[config.mk]
export PLATFORM = sky130hd
export DESIGN_NAME = layer_loader
export DESIGN_NICKNAME = d
export VERILOG_FILES = /design/src/rtl/layer_loader.sv
export SDC_FILE = /design/constraint.sdc
export NUM_CORES = 1
export LEC_CHECK = 0
export ABC_AREA = 0
export CELL_PAD_IN_SITES_DETAIL_PLACEMENT = 0
export CELL_PAD_IN_SITES_GLOBAL_PLACEMENT = 1
export CORE_AREA = 2 2 247 249
export DETAILED_ROUTE_END_ITERATION = 12
export DIE_AREA = 0 0 249 251
export PLACE_DENSITY_LB_ADDON = 0.1
export SYNTH_ARGS = -nofsm -noshare
export SYNTH_HDL_FRONTEND = slang
export SYNTH_SLANG_ARGS = --single-unit
[constraint.sdc]
create_clock -name clk_i -period 2.4 [get_ports clk_i]
set_input_delay 0.48 -clock clk_i [delete_from_list [all_inputs] [get_ports clk_i]]
set_output_delay 0.48 -clock clk_i [all_outputs]
set_load 0.01 [all_outputs]
[src/rtl/layer_loader.sv]
`default_nettype none
// ----------------------------------------------------------------------------
// layer_loader : fetches x vector, NxN weights (and biases when
//                LAYER_LOADER_BIAS_EN is defined) from ram for the layer stage
// Revision     : 1.0
// ----------------------------------------------------------------------------
module layer_loader #(
  parameter int WORD_SIZE   = 16,
  parameter int NEURON_SIZE = 4,
  parameter int ADDR_WIDTH  = 16
) (
  input  logic                                                  clk_i,
  input  logic                                                  rst_n_i,
  input  logic                                                  start_i,
  input  logic [ADDR_WIDTH-1:0]                                 base_addr_i,
  output logic [ADDR_WIDTH-1:0]                                 ram_addr_o,
  input  logic [WORD_SIZE-1:0]                                  ram_data_i,
  output logic [NEURON_SIZE-1:0][NEURON_SIZE-1:0][WORD_SIZE-1:0] x_o,
  output logic [NEURON_SIZE-1:0][NEURON_SIZE-1:0][WORD_SIZE-1:0] weights_o,
  output logic [NEURON_SIZE-1:0][WORD_SIZE-1:0]                 bias_o,
  output logic                                                  en_o,
  output logic                                                  busy_o,
  output logic                                                  done_o
);

  localparam int N = NEURON_SIZE;
`ifdef LAYER_LOADER_BIAS_EN
  localparam int R = N + N*N + N;
`else
  localparam int R = N + N*N;
`endif
  localparam int CW = $clog2(R + 1);

  typedef enum logic [2:0] {
    S_IDLE  = 3'd0,
    S_FETCH = 3'd1,
    S_DRAIN = 3'd2,
    S_FIRE  = 3'd3,
    S_DONE  = 3'd4
  } state_t;

  state_t                        state_q, state_d;
  logic [ADDR_WIDTH-1:0]         addr_q, addr_d;
  logic [CW-1:0]                 issue_q, issue_d;
  logic [CW-1:0]                 cap_q, cap_d;
  logic                          cap_vld_q, cap_vld_d;
  logic [N-1:0][WORD_SIZE-1:0]   x_q, x_d;
  logic [N*N-1:0][WORD_SIZE-1:0] w_q, w_d;
`ifdef LAYER_LOADER_BIAS_EN
  logic [N-1:0][WORD_SIZE-1:0]   b_q, b_d;
`endif

  always_ff @(posedge clk_i) begin
    if (!rst_n_i) begin
      state_q   <= S_IDLE;
      addr_q    <= '0;
      issue_q   <= '0;
      cap_q     <= '0;
      cap_vld_q <= 1'b0;
      x_q       <= '0;
      w_q       <= '0;
`ifdef LAYER_LOADER_BIAS_EN
      b_q       <= '0;
`endif
    end else begin
      state_q   <= state_d;
      addr_q    <= addr_d;
      issue_q   <= issue_d;
      cap_q     <= cap_d;
      cap_vld_q <= cap_vld_d;
      x_q       <= x_d;
      w_q       <= w_d;
`ifdef LAYER_LOADER_BIAS_EN
      b_q       <= b_d;
`endif
    end
  end

  always_comb begin
    state_d   = state_q;
    addr_d    = addr_q;
    issue_d   = issue_q;
    // Capture trails issue by one cycle to match the ram read latency.
    cap_d     = issue_q;
    cap_vld_d = (state_q == S_FETCH);
    x_d       = x_q;
    w_d       = w_q;
`ifdef LAYER_LOADER_BIAS_EN
    b_d       = b_q;
`endif

    case (state_q)
      S_IDLE: begin
        if (start_i) begin
          state_d = S_FETCH;
          addr_d  = base_addr_i;
          issue_d = '0;
        end
      end
      S_FETCH: begin
        if (issue_q == CW'(R - 1)) begin
          state_d = S_DRAIN;
        end else begin
          issue_d = issue_q + CW'(1);
          addr_d  = addr_q + ADDR_WIDTH'(1);
        end
      end
      S_DRAIN: state_d = S_FIRE;
      S_FIRE:  state_d = S_DONE;
      S_DONE:  state_d = S_IDLE;
      default: state_d = S_IDLE;
    endcase

    if (cap_vld_q) begin
      for (int j = 0; j < N; j++)
        if (cap_q == CW'(j)) x_d[j] = ram_data_i;
      for (int j = 0; j < N*N; j++)
        if (cap_q == CW'(N + j)) w_d[j] = ram_data_i;
`ifdef LAYER_LOADER_BIAS_EN
      for (int j = 0; j < N; j++)
        if (cap_q == CW'(N + N*N + j)) b_d[j] = ram_data_i;
`endif
    end
  end

  assign ram_addr_o = addr_q;
  assign busy_o     = (state_q != S_IDLE);
  assign en_o       = (state_q == S_FIRE);
  assign done_o     = (state_q == S_DONE);
  assign weights_o  = w_q;

  for (genvar n = 0; n < N; n++) begin : g_bcast
    assign x_o[n] = x_q;
  end

`ifdef LAYER_LOADER_BIAS_EN
  assign bias_o = b_q;
`else
  assign bias_o = '0;
`endif

endmodule
`default_nettype wire

==> results.md, run 1 <==
- Maximum clock path buffer count: 3
- Commonest non-fill, non-tap cell in the layout: clkdlybuf4s50_1
- Drt wl/cell: 20.4 um
- CP Data Arrival Time: 1.82 ns
- Total GRT Usage: 0.188
- Pre-Repair DR Iteration Count: 5
- Final hold slack: ~0.45 ns
- P&R area growth vs syn: 41.3%
- Post-synth top flop: dfxtp_1
- Worst Tran Pin Value: about 1.1 ns
- Final setup fails: 0
- Rel. slew slack: 0.280
- PwrDens: just over 600 nW/um2
- Post-CTS setup repair buffer count: 0
- Final ANT Viol Nets: 0
- Post-synthesis register bit count: 350
- Num CTS Buffers: 43
- Worst-path clk slew: 0.06 ns
- Class of the worst hold path: reg2reg
- EDFF count, synth: 0
- Max-slew violations: 0
- Clk root buf: clkbuf_16
- DRC viols: 0
- Largest net degree at the start of global routing: 52
- N_diodes: 0
- Die W: between 200 and 250 um
- IO buf count: between 500 and 600
- Post-synth cell types: 54
- Rows: 90
- Period utilisation layout: 0.958
- Clock Latency Late Sink: around 0.57 ns
- DPL Wire Length: 42400 um
- Core area: 59800 um2
- Clock net sink count: between 300 and 400
- First-pass GRT wire length: 87600 um
- Worst Path Max Fanout: 8
- Via count: between 10000 and 15000
- Vias/cell: 4.40
- Leakage power: 7.23 nW
- Total power after layout: 13.0 mW
- Share of cells above drive strength 1: 0.0649
- DR iter-0 viols: 790
- Share of flip-flops with an asynchronous set or reset: 0
- Die area: roughly 62000 um2
- Top-Level Pins: between 600 and 700
- Top post-synthesis cells by area: dfxtp_1, nand2_1, buf_4
- Register area share after synthesis: 0.471
- RSZ-0062 raised after global routing: no
- Grt total ovfl: 0
- Area leader, netlist: dfxtp_1
- H-tree levels: 2
- Post-synth top area share: 0.471
- CTS tree: built
- Max_cap viols: 0
- Final Skew: 0.0330 ns
- Vias in the first global route: 12100
- Final Net Count: between 2000 and 2500
- Initial Util: 0.249
- Crit end category: output pin
- Highest-count cells in the layout ignoring fill and taps: clkdlybuf4s50_1, nand2_1, dfxtp_1, a21oi_1, nand3_1
- Mapped cell area: ~15000 um2
- Period minus WS final: 2.30 ns
- Routability Congestion: ~0.73
- Mapped Cells: between 1500 and 2000
- Fmax: between 400 and 500 MHz
- Final hold vios: 0
- Final design utilization: 0.351
- Critical path class: reg2out
- DRT Wirelength: just over 60000 um
- Initial antenna violation count: 0
- VDD IR-drop max: around 0.00043 V
- Cts-stage hold buffer count: 0
- Worst setup SP type: register
- Run status: completed
- Die Span Y: approximately 250 um
- Worst Path Required: between 1.5 and 2 ns
- Syn avg cell area: 7.94 um2
- Yosys warning count: 0
## per-layer routing
layer,global-route usage,wire [um],vias up
li1,-,-,6457
met1,0.236,26400,6323
met2,0.328,30800,416
met3,0.0393,3200,67
met4,0.0494,1250,0
met5,0,0,-
## critical path: stages (launching register included)
cell	delay, ns
dfxtp_1	0.37
or3_1	0.40
clkdlybuf4s50_1	0.50
## cell usage after synthesis, types with 2 or more instances
| cell | n |
|---|---|
| and2_0 | 2 |
| mux2i_1 | 34 |
| buf_6 | 3 |
| dfxtp_1 | 350 |
| nand4_1 | 3 |
| or3_1 | 4 |
| o21ai_0 | 18 |
| nand2b_1 | 4 |
| nand3b_1 | 3 |
| and3_1 | 4 |
| nor2_1 | 56 |
| inv_1 | 8 |
| nor4_1 | 4 |
| clkbuf_1 | 99 |
| nand2_1 | 536 |
| nor2b_1 | 3 |
| nand3_1 | 76 |
| nor3b_1 | 2 |
| a211oi_1 | 2 |
| a22o_1 | 8 |
| nor3_1 | 9 |
| buf_1 | 6 |
| buf_2 | 30 |
| buf_4 | 258 |
| or4b_4 | 2 |
| and2_1 | 8 |
| a22oi_1 | 4 |
| o2bb2ai_1 | 6 |
| nor2_4 | 3 |
| ha_1 | 2 |
| and4bb_2 | 4 |
| a21oi_1 | 300 |
## state kept, by name, indices dropped and copies added (netlist names)
name and count:
cap_vld_q 1, x_o 64, cap_q 5, ram_addr_o 16, state_q 3, weights_o 256
cap_d 5
## power breakdown
group / internal, mW / switching [mW]
combinational: 0.298 / 0.519
clock: 3.71 / 2.55
sequential: 5.86 / 0.0781
## what timing repair did
action,4_1_cts,5_1_grt
gates cloned,0,0
setup endpoints to repair,1,1
gates resized for setup,1,1
## logic make-up after synthesis
family / count (synthesis) / synth area share
multiplexers: 34 / 0.0229
AND/OR/NAND/NOR: 732 / 0.208
flip-flops: 350 / 0.471
AO/OA/AOI/OAI: 349 / 0.125
adder cells (fa/ha/maj): 2 / 0.00168
buffers and inverters: 405 / 0.171
other: 1 / 0.000252
## final timing paths
check            startpoint              to  slack [ns]  cells after the start
max              state_q[2]          busy_o        0.10                      2
min          weights_o[156]  weights_o[156]        0.45                      2
max reg2reg      state_q[0]   ram_addr_o[9]        0.24                      4
min reg2reg  weights_o[156]  weights_o[156]        0.45                      2
## area by class of cell
| cell class | instances | area, um2 |
|---|---|---|
| Clock buffer | 67 | 1270 |
| Fill cell | 6128 | 38800 |
| Clock inverter | 5 | 65.1 |
| Sequential cell | 350 | 7010 |
| Multi-Input combinational cell | 1181 | 5580 |
| Timing Repair Buffer | 621 | 6080 |
| Tap cell | 782 | 978 |
| Inverter | 9 | 41.3 |
## through the flow
| step | instances | area, um2 | setup TNS (ns) | worst slack, ns |
|---|---|---|---|---|
| 3_3_place_gp | 2943 | 19700 | -0.142 | -0.0772 |
| 5_1_grt | 3015 | 21000 | 0 | 0.00719 |
| 4_1_cts | 3015 | 21000 | 0 | 0.0395 |
| 3_5_place_dp | 2943 | 19700 | -0.0299 | -0.0299 |
| 2_1_floorplan | 1936 | 15100 | 0 | 0.673 |
| 6_report | 3015 | 21000 | 0 | 0.101 |
Note: power is estimated with default switching activity, not from simulation.
==> run 2, diff against run 1 <==
clock period = 2.28 ns   (was 2.4 ns; I/O delays follow)
==> results.md, run 2 (synthesis results as in run 1) <==
- DPL Wire Length: around 42000 um
- Cts-stage hold buffer count: 0
- PwrDens: 662 nW/um2
- CP startpoint: x_o[0]
- Slowest-stage cell, CP: clkdlybuf4s50_1
- VDD IR-drop max: just over 0.0004 V
- Via count: approximately 13000
- Final Skew: 0.0220 ns
- Final setup fails: 0
- Clock net sink count: 350
- Period minus WS final: 2.18 ns
- DRT Wirelength: 60900 um
- Total GRT Usage: 0.187
- Die Span Y: approximately 250 um
- Post-CTS setup repair buffer count: 0
- Max-slew violations: 0
- Core area: roughly 60000 um2
- Initial Util: 0.249
- Class of the worst hold path: in2reg
- Final ANT Viol Nets: 0
- Drt wl/cell: between 20 and 25 um
- Largest net degree at the start of global routing: 56
- Share of cells above drive strength 1: 0.0709
- RSZ-0062 raised after global routing: no
- Final hold slack: approximately 0.36 ns
- Sum of negative setup slack: 0 ns
- Fmax: 458 MHz
- Crit path max-delay family: buffers and inverters
- Rows: 90
- Cells along the critical path: clkdlybuf4s50_1
- Worst setup SP type: register
- P&R area growth vs syn: 42.5%
- Initial antenna violation count: 0
- Period utilisation layout: 0.958
- Worst Path Max Fanout: 5
- Routability Congestion: ~0.75
- H-tree levels: 2
- Vias/cell: roughly 4.4
- First-pass GRT wire length: ~87000 um
- Top-Level Pins: 630
- Final Net Count: approximately 2300
- Vias in the first global route: 12200
- Max reg flops: about 260
- Max_cap viols: 0
- Critical path depth: 1
- N_diodes: 0
- DR iter-0 viols: 640
- Clock Latency Late Sink: between 0.5 and 0.6 ns
- Critical hold path startpoint: ram_data_i[7]
- Worst Tran Pin Value: between 1 and 1.5 ns
- Crit end category: output pin
- Leakage power: about 7.3 nW
- Grt total ovfl: 0
- CP Data Arrival Time: around 1.7 ns
- Clk root buf: clkbuf_16
- Die W: around 250 um
- Worst Path Required: roughly 1.8 ns
- IO buf count: roughly 570
- Worst Path Buf+Inv: 1
- Highest-count cells in the layout ignoring fill and taps: clkdlybuf4s50_1, nand2_1, dfxtp_1, a21oi_1, nand3_1
- Rel. slew slack: 0.301
- Run status: completed
- Num CTS Buffers: 43
- Critical path class: reg2out
- CTS tree: built
- Worst-path clk slew: ~0.060 ns
- DRC viols: 0
- Pre-Repair DR Iteration Count: 5
- Maximum clock path buffer count: 3
- R2R cell count: 4
- Hold path cells: 3
- Final hold vios: 0
- Worst r2r src: cap_q[4]
- Commonest non-fill, non-tap cell in the layout: clkdlybuf4s50_1
- Max incr delay on CP: roughly 0.62 ns
- Die area: 62500 um2
==> run 2: cell types whose count changed in the layout (fill, tap and decap cells not counted), moves of 2 or more <==
cell       change
clkbuf_1       -4
dfxtp_1        -2
bufinv_16      +3
buf_12         +4
buf_4          +4
dfxtp_4        +2
clkinv_2       +3
==> run 2: final cells by class <==
type,instances,area (um2)
Clock inverter,10,154
Sequential cell,350,7020
Fill cell,6181,38600
Tap cell,782,978
Clock buffer,63,1240
Inverter,9,41.3
Multi-Input combinational cell,1181,5570
Timing Repair Buffer,629,6180
==> run 2: per-layer routing <==
layer  vias to the layer above  GRT usage  routed length (um)
met5                         -          0                   0
met1                      6325      0.233               26200
met3                        66     0.0388                3140
li1                       6470          -                   -
met2                       405      0.329               30400
met4                         0     0.0433                1200
==> run 2: worst register-to-register path, stage by stage, from the launching register on <==
cell,delay [ns]
dfxtp_1,0.37
nand4b_1,0.36
nor2_1,0.89
nand2_1,0.13
a21oi_1,0.15
==> run 2: metrics by stage <==
stage	worst slack [ns]	power (mW)	utilization	instance area (um2)	std cells
detailed placement	0.0745	7.27	0.331	19800	2951
global placement	0.0519	7.27	0.331	19800	2951
finish	0.0965	14.0	0.354	21200	3024
global route	0.0137	14.6	0.354	21200	3024
floorplan	0.553	6.91	-	15100	1936
CTS	0.00682	14.3	0.354	21200	3024
==> run 2: worst paths after layout <==
check | to | slack, ns
max | x_o[192] | 0.1
min | x_o[7] | 0.36
max reg2reg | weights_o[59] | 0.33
min reg2reg | weights_o[7] | 0.45
==> run 2: where the power goes <==
| group | internal [mW] | switching (mW) | leakage [nW] | total, mW |
|---|---|---|---|---|
| Combinational | 0.329 | 0.547 | 3.81 | 0.877 |
| Sequential | 6.17 | 0.0798 | 2.82 | 6.25 |
| Clock | 4.20 | 2.71 | 0.688 | 6.90 |
| Total | 10.7 | 3.33 | 7.32 | 14.0 |
==> run 2: what timing repair did <==
item	4_1_cts	5_1_grt
setup endpoints to repair	3	2
pin swaps	0	0
gates resized for setup	3	3
==> run 3, diff against run 2 <==
TNS_END_PERCENT = 1   (was not set)
==> results of run 3 <==
No change in the layout: final DEF, timing and power equal those of run 2.
